### config.mk
export PLATFORM = sky130hd
export DESIGN_NAME = pulse_oneshot
export DESIGN_NICKNAME = d
export VERILOG_FILES = /design/src/rtl/pulse_oneshot.sv
export SDC_FILE = /design/constraint.sdc
export NUM_CORES = 1
export LEC_CHECK = 0
export CORE_ASPECT_RATIO = 2
export CORE_MARGIN = 2
export CORE_UTILIZATION = 54
export DETAILED_ROUTE_END_ITERATION = 6
export GPL_TIMING_DRIVEN = 1
export PLACE_DENSITY_LB_ADDON = 0.2
export SLEW_MARGIN = 5
export SYNTH_ARGS = -nofsm -noshare
export SYNTH_HDL_FRONTEND = slang
export SYNTH_SLANG_ARGS = --single-unit
export TNS_END_PERCENT = 1
### constraint.sdc
create_clock -name clk -period 1.8 [get_ports clk]
set_input_delay 0.36 -clock clk [delete_from_list [all_inputs] [get_ports clk]]
set_output_delay 0.36 -clock clk [all_outputs]
set_load 0.05 [all_outputs]
### src/rtl/pulse_oneshot.sv
// Per-channel leading-edge one-shot with programmable dead time and sticky miss flags.
// Define ONESHOT_SYNC_EN to pass each channel through a 2-flop synchronizer first.
module pulse_oneshot #(
    parameter int unsigned WIDTH   = 48,
    parameter int unsigned HOLDOFF = 4,
    parameter int unsigned CNT_W   = 8
) (
    input  logic             clk,
    input  logic             rst_n,
    input  logic [WIDTH-1:0] in,
    input  logic             clr_miss,
    output logic [WIDTH-1:0] out,
    output logic [WIDTH-1:0] armed,
    output logic [WIDTH-1:0] miss
);

    localparam logic [CNT_W-1:0] HOLD_LOAD = CNT_W'(HOLDOFF - 1);

    typedef enum logic [1:0] {
        ARMED    = 2'd0,
        HOLD     = 2'd1,
        WAIT_LOW = 2'd2
    } state_t;

    logic [WIDTH-1:0] s;
    logic [WIDTH-1:0] s_d;
    logic [WIDTH-1:0] rise;

    state_t           state      [WIDTH];
    state_t           state_next [WIDTH];
    logic [CNT_W-1:0] cnt        [WIDTH];
    logic [CNT_W-1:0] cnt_next   [WIDTH];
    logic [WIDTH-1:0] out_next;
    logic [WIDTH-1:0] armed_next;
    logic [WIDTH-1:0] miss_next;

`ifdef ONESHOT_SYNC_EN
    logic [WIDTH-1:0] sync1;
    logic [WIDTH-1:0] sync2;

    // Two-stage synchronizer for asynchronous discriminator lines
    always_ff @(posedge clk or negedge rst_n) begin
        if (!rst_n) begin
            sync1 <= '0;
            sync2 <= '0;
        end else begin
            sync1 <= in;
            sync2 <= sync1;
        end
    end

    assign s = sync2;
`else
    assign s = in;
`endif

    always_ff @(posedge clk or negedge rst_n) begin
        if (!rst_n) begin
            s_d <= '0;
        end else begin
            s_d <= s;
        end
    end

    assign rise = s & ~s_d;

    // State, counter and output registers
    always_ff @(posedge clk or negedge rst_n) begin
        if (!rst_n) begin
            for (int i = 0; i < int'(WIDTH); i++) begin
                state[i] <= ARMED;
                cnt[i]   <= '0;
            end
            out   <= '0;
            armed <= '1;
            miss  <= '0;
        end else begin
            for (int i = 0; i < int'(WIDTH); i++) begin
                state[i] <= state_next[i];
                cnt[i]   <= cnt_next[i];
            end
            out   <= out_next;
            armed <= armed_next;
            miss  <= miss_next;
        end
    end

    // Per-channel next state; ARMED fires on level since it is only entered with s low
    always_comb begin
        state_next = state;
        cnt_next   = cnt;
        out_next   = '0;
        armed_next = '0;
        miss_next  = miss & ~{WIDTH{clr_miss}};
        for (int i = 0; i < int'(WIDTH); i++) begin
            case (state[i])
                ARMED: begin
                    if (s[i]) begin
                        out_next[i]   = 1'b1;
                        cnt_next[i]   = HOLD_LOAD;
                        state_next[i] = HOLD;
                    end
                end
                HOLD: begin
                    if (cnt[i] != '0) begin
                        cnt_next[i] = cnt[i] - CNT_W'(1);
                    end else if (s[i]) begin
                        state_next[i] = WAIT_LOW;
                    end else begin
                        state_next[i] = ARMED;
                    end
                end
                WAIT_LOW: begin
                    if (!s[i]) begin
                        state_next[i] = ARMED;
                    end
                end
                default: begin
                    state_next[i] = ARMED;
                end
            endcase
            if (rise[i] && (state[i] != ARMED)) begin
                miss_next[i] = 1'b1;
            end
            armed_next[i] = (state_next[i] == ARMED);
        end
    end

endmodule

==> impl_metrics.json <==
{
  "antenna_found_initial": 2,
  "fin_nets": 3664,
  "hold_viol": 0,
  "crit_path_start": "cnt[9]$_DFFE_PN0P_",
  "critical_path.startpoint_type": "flip-flop",
  "max-clock-path-buffers": 3,
  "tritoncts": "built",
  "yosysSeqAreaShare_pct": 54.28,
  "via_per_inst": 5.646,
  "area_growth_pct": 25.51,
  "cts_buffers": 60,
  "drt_iter0_drc": 1097,
  "cp.arrival_ps": 2390,
  "dr.pass1.iters": 5,
  "rows": 124,
  "cts.clk_slew.worst_paths_ps": 70,
  "design_area_um2": 39020,
  "grt_max_degree": 70,
  "syn_inst": 2987,
  "ys_ff_latch": 672,
  "peakVddDrop_mv": 1.141,
  "maxCapViolCount": 0,
  "report.power.total_uw": 63900,
  "coreArea_um2": 57090,
  "synth.distinct_cells": 78,
  "setup_ws_ps": -69.82,
  "setup_violations": 11,
  "syn_area_per_cell_um2": 10.41,
  "required_ps": 2320,
  "synth-main-ff-cell": "dfrtp_1",
  "max_freq_mhz": 534.8,
  "cts_sinks": 672,
  "num-fill-cells": 4273,
  "grt_overflow": 0,
  "grt_pass1_vias": 26124,
  "rsz0062_at_grt": "true",
  "period_needed_ps": 1870,
  "synth_edf_count": 0,
  "drive_gt1_share_pct": 23.61,
  "grt.total_usage_pct": 23.90,
  "crit_type": "reg -> reg",
  "die_h_um": 343.4,
  "finalMaxSlewViolations": 0,
  "critPathCaptureType": "flip-flop",
  "num_vias": 24656,
  "place_congestion": 0.8808,
  "io_buffers": 194,
  "die_w_um": 173.7,
  "p_per_area_nw_per_um2": 1637,
  "postRouteAntennaNets": 0,
  "clock_tree.root_cell": "clkbuf_16",
  "p_leak_uw": 0.01815,
  "violations": "negative setup slack",
  "async_flop_share_pct": 100.0,
  "tightest_slew_ps": 618.0,
  "cts.htree.levels": 2,
  "hold_class": "in -> async",
  "ios": 195,
  "dieArea_um2": 59630,
  "start_util_pct": 54.46,
  "drc": 0,
  "slew_headroom_pct": 58.48,
  "drt_wl_total_um": 70950,
  "wl_per_cell_um": 16.25,
  "fin_util_pct": 68.35,
  "place_area_um2": 36240,
  "clock_latency_ps": 610,
  "final_cell_mix": "dfrtp_1 (623), buf_4 (466), nor2_1 (268), inv_1 (257), nand2_1 (212)",
  "critPathMaxFanout": 5,
  "synthesis.area_um2": 31090,
  "status": "finished, violations left",
  "yosysWarningCount": 0,
  "syn_nets": 3092,
  "dp_hpwl_um": 51070,
  "layout_commonest_cell": "dfrtp_1",
  "grt_pass1_wl_um": 120500,
  "fin_crit_sh_pct": 103.9,
  "r2r-start": "cnt[9]$_DFFE_PN0P_",
  "finClkSkew_ps": 11.34
}
## kinds of logic after synthesis
kind of cell,Yosys count,synth area share (%)
compound gates,571,12.52
buf+inv,288,3.513
simple gates,1191,21.09
flops,672,54.28
mux,118,3.807
fa+ha+maj,54,2.173
xor+xnor,93,2.620
## flip-flops by register name, summed over array words and instances (netlist names)
name   flops
armed     48
miss      48
s_d       48
cnt      384
out       48
state     96
## critical path, cell delays in order, from the launching register on
cell and delay, ps:
dfrtp_1 390, inv_2 90, ha_4 130, or4b_4 480
o31ai_4 220, buf_6 150, or4_4 120, mux2i_1 200
## area by class of cell
| type | instances | area, um2 | area share, % |
|---|---|---|---|
| clock buffers | 87 | 1744 | 4.469 |
| clock inverters | 25 | 279.0 | 0.7150 |
| diodes | 2 | 5.005 | 0.01282 |
| well taps | 756 | 945.9 | 2.424 |
| repair buffers | 535 | 4343 | 11.13 |
| flip-flops and latches | 672 | 16880 | 43.25 |
| multi-input cells | 2027 | 13840 | 35.47 |
| inverters | 263 | 987.2 | 2.530 |
## worst paths after layout
kind,end,slack (ps),cells past startpoint
max reg2reg,cnt[11]$_DFFE_PN0P_,-70,7
max in group asynchronous,armed[34]$_DFF_PN1_,740,4
min reg2reg,miss[47]$_DFF_PN0_,440,1
min in group clk,miss[47]$_DFF_PN0_,240,3
min,miss[22]$_DFF_PN0_,230,2
max,cnt[11]$_DFFE_PN0P_,-70,7
## power breakdown
group | total (uW) | switching [uW] | leakage, uW | internal [uW]
clock | 13200 | 5780 | 0.000978 | 7450
combinational | 27000 | 15000 | 0.00897 | 12000
sequential | 23600 | 3830 | 0.00820 | 19800
## routing by layer
layer	track usage, %	vias to the layer above	share of wire [%]
met3	3.327	154	3.3
met1	25.65	12278	37
met2	47.13	430	56
met5	0	-	0.017
met4	8.771	2	3.0
li1	-	11792	-
## per-stage QoR
step	setup TNS, ps	cells	hold slack, ps	worst slack [ps]
detailed placement	-3434	4247	261.8	-217.5
CTS	-578.1	4365	204.5	-86.36
global route	-2847	4365	215.5	-161.8
finish	-355.6	4367	232.0	-69.82
global placement	-336.5	4247	258.6	-98.55
floorplan	-381.7	2987	64.41	-43.13
## synth_stat cells, drive strengths merged (54+ instances only)
cell type | n | area, um2
nand2 | 212 | 795.8
dfrtp | 624 | 15610
inv | 260 | 975.9
ha | 54 | 675.7
o21ai | 87 | 435.4
nor3 | 118 | 601.8
nand2b | 101 | 631.9
or3 | 69 | 466.7
nor2 | 268 | 1006
a21oi | 176 | 880.8
xnor2 | 59 | 516.8
mux2i | 116 | 1161
## what timing repair did
action,CTS,global route
hold buffers,1,0
gates resized for setup,52,115
pin swaps,13,24
endpoints found under the hold margin,148,0
setup buffers,5,0
setup endpoints to repair,78,204
Note: power is estimated with default switching activity, not from simulation.
